## config.mk

```make
export PLATFORM = sky130hd
export DESIGN_NAME = arrow_pool_move
export DESIGN_NICKNAME = d
export VERILOG_FILES = /design/src/rtl/arrow_pkg.sv /design/src/rtl/arrow_slot.sv /design/src/rtl/arrow_pool_move.sv
export SDC_FILE = /design/constraint.sdc
export NUM_CORES = 1
export LEC_CHECK = 0
export CAP_MARGIN = 0
export CORE_UTILIZATION = 40
export CTS_CLUSTER_DIAMETER = 200
export DETAILED_ROUTE_END_ITERATION = 10
export GPL_TIMING_DRIVEN = 0
export HOLD_SLACK_MARGIN = 0.06
export PLACE_DENSITY_LB_ADDON = 0.25
export SLEW_MARGIN = 25
export SYNTH_ARGS = -nofsm -noshare
export SYNTH_HDL_FRONTEND = slang
export SYNTH_SLANG_ARGS = --single-unit
```

## constraint.sdc

```tcl
create_clock -name clk -period 2.8 [get_ports clk]
set_clock_uncertainty 0.2 [all_clocks]
set_input_delay 0.56 -clock clk [delete_from_list [all_inputs] [get_ports clk]]
set_output_delay 0.56 -clock clk [all_outputs]
set_load 0.01 [all_outputs]
```

## src/rtl/arrow_pkg.sv

```systemverilog
// Shared definitions for the arrow pool mover.
//   COORD_W     : screen coordinate width
//   HIDE_COORD  : coordinate value reported by an idle slot
//   arrow_st_t  : per-slot state
//   cnt_width() : bit width needed to hold a down-counter starting at max_val
package arrow_pkg;

    localparam int unsigned          COORD_W    = 11;
    localparam logic [COORD_W-1:0]   HIDE_COORD = 11'h7FF;

    typedef enum logic [1:0] {
        ST_IDLE,
        ST_FLYING,
        ST_STUCK
    } arrow_st_t;

    function automatic int unsigned cnt_width(input int unsigned max_val);
        return (max_val < 1) ? 1 : $clog2(max_val + 1);
    endfunction

endpackage

```

## src/rtl/arrow_slot.sv

```systemverilog
// One arrow slot: state, coordinates and (sticky build only) stick counter.
// Ports:
//   clk, reset         : clock, async active-high reset
//   startOfFrame       : one-cycle frame pulse, advances the arrow
//   load               : take load_x/load_y and start flying (honoured in IDLE only)
//   crash              : retire the slot immediately
//   load_x, load_y     : launch position
//   pos_x, pos_y       : current position, HIDE_COORD while idle
//   active             : slot is not idle
// Build option: ARROW_STICKY_EN keeps an arrow at the top for STICK_FRAMES frames.
module arrow_slot
    import arrow_pkg::*;
#(
    parameter int unsigned ARROW_SPEED  = 10,
    parameter int unsigned TOP_LIMIT    = 0,
    parameter int unsigned STICK_FRAMES = 15
) (
    input  logic               clk,
    input  logic               reset,
    input  logic               startOfFrame,
    input  logic               load,
    input  logic               crash,
    input  logic [COORD_W-1:0] load_x,
    input  logic [COORD_W-1:0] load_y,
    output logic [COORD_W-1:0] pos_x,
    output logic [COORD_W-1:0] pos_y,
    output logic               active
);

    localparam logic [COORD_W-1:0] SPEED_C    = COORD_W'(ARROW_SPEED);
    // Threshold compared at 32 bits so Y never wraps below zero.
    localparam int unsigned        TOP_THRESH = TOP_LIMIT + ARROW_SPEED;

    arrow_st_t state;
    logic      reach_top;

    assign reach_top = ({21'd0, pos_y} < TOP_THRESH);
    assign active    = (state != ST_IDLE);

`ifdef ARROW_STICKY_EN
    localparam int unsigned        STICK_W    = cnt_width(STICK_FRAMES);
    localparam logic [STICK_W-1:0] STICK_INIT = STICK_W'(STICK_FRAMES);
    localparam logic [COORD_W-1:0] TOP_Y      = COORD_W'(TOP_LIMIT);

    logic [STICK_W-1:0] stick_cnt;
`endif

    always_ff @(posedge clk or posedge reset) begin
        if (reset) begin
            state <= ST_IDLE;
            pos_x <= HIDE_COORD;
            pos_y <= HIDE_COORD;
`ifdef ARROW_STICKY_EN
            stick_cnt <= '0;
`endif
        end else begin
            case (state)
                ST_IDLE: begin
                    if (load) begin
                        state <= ST_FLYING;
                        pos_x <= load_x;
                        pos_y <= load_y;
                    end
                end
                ST_FLYING: begin
                    if (crash) begin
                        state <= ST_IDLE;
                        pos_x <= HIDE_COORD;
                        pos_y <= HIDE_COORD;
                    end else if (startOfFrame) begin
                        if (reach_top) begin
`ifdef ARROW_STICKY_EN
                            state     <= ST_STUCK;
                            pos_y     <= TOP_Y;
                            stick_cnt <= STICK_INIT;
`else
                            state <= ST_IDLE;
                            pos_x <= HIDE_COORD;
                            pos_y <= HIDE_COORD;
`endif
                        end else begin
                            pos_y <= pos_y - SPEED_C;
                        end
                    end
                end
`ifdef ARROW_STICKY_EN
                ST_STUCK: begin
                    // Counter was loaded on arrival; the frame that takes it
                    // to zero is the one that releases the slot.
                    if (crash || (startOfFrame && stick_cnt <= STICK_W'(1))) begin
                        state <= ST_IDLE;
                        pos_x <= HIDE_COORD;
                        pos_y <= HIDE_COORD;
                    end else if (startOfFrame) begin
                        stick_cnt <= stick_cnt - STICK_W'(1);
                    end
                end
`endif
                default: begin
                    state <= ST_IDLE;
                    pos_x <= HIDE_COORD;
                    pos_y <= HIDE_COORD;
                end
            endcase
        end
    end

endmodule

```

## src/rtl/arrow_pool_move.sv

```systemverilog
// Pool of NUM_ARROWS arrow slots fired from the character position.
// A fire-key rising edge loads the lowest-index idle slot when the frame
// cooldown has expired; arrows climb ARROW_SPEED pixels per frame.
// Ports:
//   clk, reset          : clock, async active-high reset
//   startOfFrame        : one-cycle frame pulse
//   spacePress          : fire key level (edge detected here)
//   charTopX, charTopY  : character position, launch point
//   crash[i]            : retire slot i
//   topLeftX/Y[i]       : slot i position, 11'h7FF when idle
//   active[i]           : slot i in flight (or stuck)
//   shotFired           : one-cycle pulse per accepted shot
// Build option: ARROW_STICKY_EN (arrows stick at the top for STICK_FRAMES).
module arrow_pool_move
    import arrow_pkg::*;
#(
    parameter int unsigned NUM_ARROWS      = 2,
    parameter int unsigned ARROW_SPEED     = 10,
    parameter int unsigned TOP_LIMIT       = 0,
    parameter int unsigned COOLDOWN_FRAMES = 4,
    parameter int unsigned STICK_FRAMES    = 15
) (
    input  logic                               clk,
    input  logic                               reset,
    input  logic                               startOfFrame,
    input  logic                               spacePress,
    input  logic [COORD_W-1:0]                 charTopX,
    input  logic [COORD_W-1:0]                 charTopY,
    input  logic [NUM_ARROWS-1:0]              crash,
    output logic [NUM_ARROWS-1:0][COORD_W-1:0] topLeftX,
    output logic [NUM_ARROWS-1:0][COORD_W-1:0] topLeftY,
    output logic [NUM_ARROWS-1:0]              active,
    output logic                               shotFired
);

    localparam int unsigned     CD_W    = cnt_width(COOLDOWN_FRAMES);
    localparam logic [CD_W-1:0] CD_INIT = CD_W'(COOLDOWN_FRAMES);

    logic                  spacePress_q;
    logic [CD_W-1:0]       cooldown;
    logic                  fire_req;
    logic                  accept;
    logic [NUM_ARROWS-1:0] idle;
    logic [NUM_ARROWS-1:0] sel;
    logic [NUM_ARROWS-1:0] load;

    assign fire_req = spacePress & ~spacePress_q;
    // Eligibility comes from registered state, so a slot retiring this
    // cycle is still busy and cannot be picked.
    assign idle     = ~active;
    assign accept   = fire_req && (cooldown == '0) && (|idle);
    assign load     = accept ? sel : '0;

    // Lowest-index idle slot, one-hot.
    always_comb begin
        logic taken;
        sel   = '0;
        taken = 1'b0;
        for (int unsigned i = 0; i < NUM_ARROWS; i++) begin
            if (idle[i] && !taken) begin
                sel[i] = 1'b1;
                taken  = 1'b1;
            end
        end
    end

    always_ff @(posedge clk or posedge reset) begin
        if (reset) begin
            spacePress_q <= 1'b0;
            cooldown     <= '0;
            shotFired    <= 1'b0;
        end else begin
            spacePress_q <= spacePress;
            shotFired    <= accept;
            if (accept)
                cooldown <= CD_INIT;
            else if (startOfFrame && cooldown != '0)
                cooldown <= cooldown - CD_W'(1);
        end
    end

    for (genvar g = 0; g < NUM_ARROWS; g++) begin : g_slot
        arrow_slot #(
            .ARROW_SPEED  (ARROW_SPEED),
            .TOP_LIMIT    (TOP_LIMIT),
            .STICK_FRAMES (STICK_FRAMES)
        ) u_slot (
            .clk          (clk),
            .reset        (reset),
            .startOfFrame (startOfFrame),
            .load         (load[g]),
            .crash        (crash[g]),
            .load_x       (charTopX),
            .load_y       (charTopY),
            .pos_x        (topLeftX[g]),
            .pos_y        (topLeftY[g]),
            .active       (active[g])
        );
    end

endmodule
```

---- Word level (Yosys, flattened, before mapping) ----
Index checks and enable logic that the tools add are counted.
storage, ports and cells
  register bits ........................... 53
  latch bits .............................. 0
  RAM bits ................................ 0
  ROM bits ................................ 0
  logic and storage cells ................. 77
  memories kept ........................... 0
cells by class
  $add $sub $neg .......................... 3
  multiply operators ...................... 0
  div/mod/pow operators ................... 0
  magnitude comparators ................... 2
  equal/unequal tests ..................... 8
  shift-type cells ........................ 0
  multiplexer cells ....................... 35
  bitwise logic cells ..................... 3
  reduce and logical (&&, ||, !) cells .... 17
operator list
  operator               count
  $mux 11                16
  $pmux 11 s2            4
  $lt 11x4->1 const B    2
  $sub 11x4->11 const B  2
  $mux 2                 9
  $pmux 2 s2             2
  $mux 3                 2
  $ne 3x2->1 const B     2
  $ne 3x3->1 const B     2
  $reduce_and 3->1       2
  $reduce_bool 2->1      3
  $eq 2x1->1 const B     2
  $logic_and 1x1->1      4
  $logic_not 2->1        2
  $ne 2x2->1 const B     2
  $reduce_and 2->1       2
  $logic_not 3->1        1
  $reduce_bool 3->1      1
  $sub 3x1->3 const B    1
  $mux 1                 2
  $not 2->2              1
  $reduce_or 2->1        1
  $and 1x1->1            1
  $logic_not 1->1        1
  $not 1->1              1

---- Depth between registers and ports, before layout ----
  depth after elaboration ................. 9
  gate-level depth with buffers ........... 7

---- Cells and area by module ----
A second synthesis with hierarchy kept.
second synthesis, totals
  cell total of the unflattened synthesis .. 243
  area total of the unflattened synthesis .. 2683.8 um2
by module, submodules not included
  module           times used  cells an instance  area an instance (um2)  sequential area each (um2)
  arrow_slot       2           107                1196.1                  603.1
  arrow_pool_move  1           29                 291.5                   125.1

---- Worst setup path before layout ----
No wires, ideal clock.
  path type ............................... reg2reg
  from .................................... register g_slot[1].u_slot.pos_y[1]
  to ...................................... register g_slot[1].u_slot.pos_y[3]
  setup time .............................. 0.084 ns
  arrival ................................. 1.943 ns
  required time ........................... 2.516 ns
  setup slack ............................. 0.573 ns
  stages on the path, launching flop included .. 8
  clock period less this slack ............ 2.227 ns
  path through ............................ dfstp_2 -> inv_1 -> ha_1 -> nand2b_1 -> a41oi_1 -> clkbuf_1 -> a21oi_1 -> o2bb2a_1
between the ends
  word-level cells in the longest chain between the ends .. 5
  elaborated cells between the ends (all ways) .. 6
  those cells by class .................... add/sub (1); order compare (1); mux (4)
ends and longest elaborated chain
  item                                                 line                                text
  start, declared                                      arrow_slot.sv:26                    output logic [COORD_W-1:0] pos_y,
  start signal, assigned                               arrow_slot.sv:62                    pos_y <= load_y;
  start signal, assigned                               arrow_slot.sv:82                    pos_y <= pos_y - SPEED_C;
  $sub 11x4->11 / $lt 11x4->1 (equally long branches)  arrow_slot.sv:82, arrow_slot.sv:37
  $mux 11 *                                            arrow_slot.sv:71                    if (reach_top) begin
  $mux 11 *                                            arrow_slot.sv:70                    end else if (startOfFrame) begin
  $mux 11 *                                            arrow_slot.sv:66                    if (crash) begin
  $pmux 11 s2 *                                        arrow_slot.sv:57                    case (state)
Every way passes the cells marked *; elsewhere a longest branch is shown, timed or not. The select of a mux whose other input is x is not followed.
A chain may end at the register's enable or synchronous reset.

---- Final worst setup path ----
  from .................................... register g_slot[1].u_slot.pos_y[1]
  to ...................................... register g_slot[1].u_slot.pos_y[10]
The elaborated chain is that of the path after synthesis.

==> impl_metrics.env <==
export IMPL_buffers_inverters_on_critical_path=2
export IMPL_worst_slew_pin_transition_ns=0.794
export IMPL_avgRoutedWirePerCell_um=16.5
export IMPL_drtPass1Iterations=6
export IMPL_drv_slew=0
export IMPL_htree_num_levels=2
export IMPL_cp_slowest_cell="sky130_fd_sc_hd__dfstp_2"
export IMPL_grt_setup_unrepaired="false"
export IMPL_share_comb_of_total_power=0.490
export IMPL_mux_share_of_post_synthesis_cell_area=0.00778
export IMPL_drc=0
export IMPL_worst_setup_path_end_kind="register"
export IMPL_route_final_wire_length_mm=7.02
export IMPL_drt_vias_per_instance=5.65
export IMPL_finalCriticalPeriod_ns=2.55
export IMPL_max_cap_viol=0
export IMPL_finalHoldViolations=0
export IMPL_relSlewSlack=0.471
export IMPL_power_density_mw_per_mm2=1120
export IMPL_yosysWarningCount=0
export IMPL_yosysSeqAreaShare=0.487
export IMPL_post_route_cell_area_sq_mm=0.00370
export IMPL_critical_path_startpoint="g_slot[1].u_slot.pos_y[1]"
export IMPL_cp_required_ns=2.85
export IMPL_hpwl_mm=5.12
export IMPL_total_switching_power_mw=1.49
export IMPL_synthXorXnorAreaFrac=0.00320
export IMPL_vdd_drop_max_uv=482
export IMPL_numCtsBuffers=5
export IMPL_first_global_vias=2249
export IMPL_largest_net_degree_at_the_start_of_global_routing=52
export IMPL_reg2reg_from="g_slot[1].u_slot.pos_y[1]"
export IMPL_cts_post_setup_buffers_inserted=0
export IMPL_reg_power_frac=0.379
export IMPL_synth_area_per_cell_sq_um=10.2
export IMPL_synth_enable_flop_cells=0
export IMPL_main_combinational_cell_family_by_area_after_synthesis="compound AO/OA/AOI/OAI gates"
export IMPL_syn_area_sq_mm=0.00274
export IMPL_clkSinkCount=51
export IMPL_crit_chain="inv_1 > ha_1 > nand2b_1 > a41oi_1 > clkbuf_1 > a21oi_1 > o2bb2a_1"
export IMPL_area_growth_synth_to_final_pct=35.2
export IMPL_yosys_area_top_type_share=0.423
export IMPL_die_w_um=84.7
export IMPL_detailroute_via_count=2408
export IMPL_syn_num_nets=299
export IMPL_clkLatencyLatePin_ns=0.31
export IMPL_yosys_register_bits=51
export IMPL_reg2regPathDepth=7
export IMPL_design_final_nets=380
export IMPL_timing_hold_worst_start="g_slot[0].u_slot.pos_y[1]"
export IMPL_critPathTopFamily="compound AO/OA/AOI/OAI gates"
export IMPL_run_status="finished clean"
export IMPL_cp_arrival_ns=2.60
export IMPL_crit_path_max_incr_delay_ns=0.58
export IMPL_synth_compound_gate_area_share=0.291
export IMPL_n_antenna_cell=0
export IMPL_synthDistinctLibCells=48
export IMPL_dieHeight_um=84.7
export IMPL_gp_congestion=0.825
export IMPL_grtUsageTotal=0.205
export IMPL_cts_tree="yes"
export IMPL_post_route_period_util=0.911
export IMPL_globalRoute_totalOverflow=0
export IMPL_detail_route_antenna_nets=0
export IMPL_placement_io_buffers=74
export IMPL_coreArea_sq_mm=0.00646
export IMPL_antenna_violations_before_repair=0
export IMPL_synthFlopType="sky130_fd_sc_hd__dfstp_2"
export IMPL_ys_async_sr_fraction=1.00
export IMPL_critical_path_cell_count=7
export IMPL_power_report_internal_total_mw=2.64
export IMPL_dieArea_sq_mm=0.00717
export IMPL_postSynthCellCount=267
export IMPL_cts_repair_resized=0
export IMPL_crit_type="reg2reg"
export IMPL_placed_instance_area_sq_mm=0.00357
export IMPL_num_fill_cells=595
export IMPL_p_leak_nw=1.38
export IMPL_fraction_of_the_mapped_netlist_area_in_simple_logic_gates=0.151
export IMPL_clockPowerShare=0.131
export IMPL_power_total_mw=4.13
export IMPL_io_pin_count=75
export IMPL_synth_area_leaders="sky130_fd_sc_hd__dfstp_2 42%, sky130_fd_sc_hd__o21a_1 6.6%, sky130_fd_sc_hd__dfrtp_1 6.4%"
export IMPL_clk_pin_slew_worst_paths_ns=0.10
export IMPL_count_of_final_setup_violators=0
export IMPL_critical_path_peak_fanout=10
export IMPL_clock_tree_buffer_depth=2
export IMPL_initial_core_util=0.423
export IMPL_ctsHoldBuffers=0
export IMPL_grt_first_pass_wirelength_mm=11.5
export IMPL_finalHoldWorstSlack_ns=0.330
export IMPL_initialDrtViolationCount=130
export IMPL_final_layout_size_suffix_gt1_frac=0.212
export IMPL_num_rows=29
export IMPL_number_of_cells_on_the_worst_hold_path=2
export IMPL_min_path_type="reg2reg"
export IMPL_yosys_area_share_adder=0.0183
export IMPL_cp_start_kind="register"
export IMPL_layout_core_utilization=0.573
export IMPL_achievable_frequency_mhz=392
export IMPL_yosysTopAreaCell="sky130_fd_sc_hd__dfstp_2"
export IMPL_clock_tree_root_cell="sky130_fd_sc_hd__clkbuf_8"
export IMPL_power_switching_share=0.362
[tightest hold or removal path: cells and delay by family (launching register included)]
family,cells,cell delay [ns]
DFF,1,0.39
buffers and inverters,1,0.08
AOI/OAI and AO/OA,1,0.06
[state kept, by name, indices dropped and copies added, names as in the netlist]
signal	cells
cooldown	3
g_slot.u_slot.pos_x	22
g_slot.u_slot.pos_y	22
spacePress_q	1
shotFired	1
g_slot.u_slot.state	2
[cell usage after synthesis (all sizes together) (2+ instances only)]
library cell,instances
o32ai,2
o2bb2a,2
a31oi,5
a211o,5
or2,2
o21a,24
buf,7
nand2,8
inv,10
o22a,20
or3,12
a41oi,4
a2bb2oi,4
nor2,25
o21ai,11
nor4,4
o22ai,7
nand3,5
nor3,3
nor2b,3
dfstp,44
clkbuf,9
dfrtp,7
nand2b,7
a21oi,16
ha,4
o31a,2
[worst paths after layout]
| path | endpoint | slack, ns |
|---|---|---|
| max reg2reg | g_slot[1].u_slot.pos_y[10] | 0.25 |
| max | g_slot[1].u_slot.pos_y[10] | 0.25 |
| max in group asynchronous | spacePress_q | 1.50 |
| min in group asynchronous | g_slot[0].u_slot.state[0] | 0.50 |
| min | g_slot[0].u_slot.pos_y[1] | 0.33 |
| min reg2reg | g_slot[0].u_slot.pos_y[1] | 0.33 |
[layout make-up]
| cell class | instances | area [sq um] | share of cell area |
|---|---|---|---|
| inverter | 10 | 40.0 | 0.0108 |
| clock inverter | 2 | 35.0 | 0.00947 |
| clock buffer | 6 | 82.6 | 0.0223 |
| tap | 77 | 96.3 | 0.0260 |
| buffer | 16 | 78.8 | 0.0213 |
| multi-input combinational | 190 | 1290 | 0.350 |
| timing repair buffer | 74 | 741 | 0.200 |
| sequential | 51 | 1330 | 0.360 |
[layer usage]
layer | part of all wire | wire (um) | track usage
met5 | 0 | 0 | 0
met4 | 0.010 | 70 | 0.0508
met3 | 0.044 | 309 | 0.0433
met2 | 0.47 | 3330 | 0.329
met1 | 0.47 | 3310 | 0.283
[layout by cell type (no fill, tap or decap), drive strengths merged, types with 4 or more instances in the layout]
master and n:
nand2 8, dfrtp 7, nor4 4, nand2b 7, ha 4, nor2 25
a211o 5, o22ai 7, o21ai 11, or3 12, dfstp 44, buf 7
o21a 24, inv 10, clkdlybuf4s50 74, a31oi 5, a21oi 16, a2bb2oi 4
o22a 20, a41oi 4, nand3 5, clkbuf 15
[cell families after synthesis]
group / count (synthesis)
flip-flops: 51
buffers and inverters: 26
adder cells (fa/ha/maj): 4
AO/OA/AOI/OAI: 106
XOR/XNOR: 1
AND/OR/NAND/NOR: 77
multiplexers: 2
[power by group through the flow]
| stage | clock [mW] | sequential (mW) | combinational (mW) |
|---|---|---|---|
| final | 0.542 | 1.56 | 2.02 |
| after global routing | 0.576 | 1.63 | 2.20 |
| after CTS | 0.557 | 1.56 | 2.03 |
| after detailed placement | 0 | 1.57 | 2.03 |
| after global placement | 0 | 1.56 | 1.99 |
| after floorplan | 0 | 1.65 | 1.05 |
[stage by stage]
stage	worst slack, ns	cells	TNS, ns
after detailed placement	-0.148	418	-0.643
after global placement	-0.196	418	-1.69
after global routing	0.153	426	0
after CTS	0.137	426	0
after floorplan	0.573	267	0
final	0.249	426	0
(Power assumes the default switching activity.)
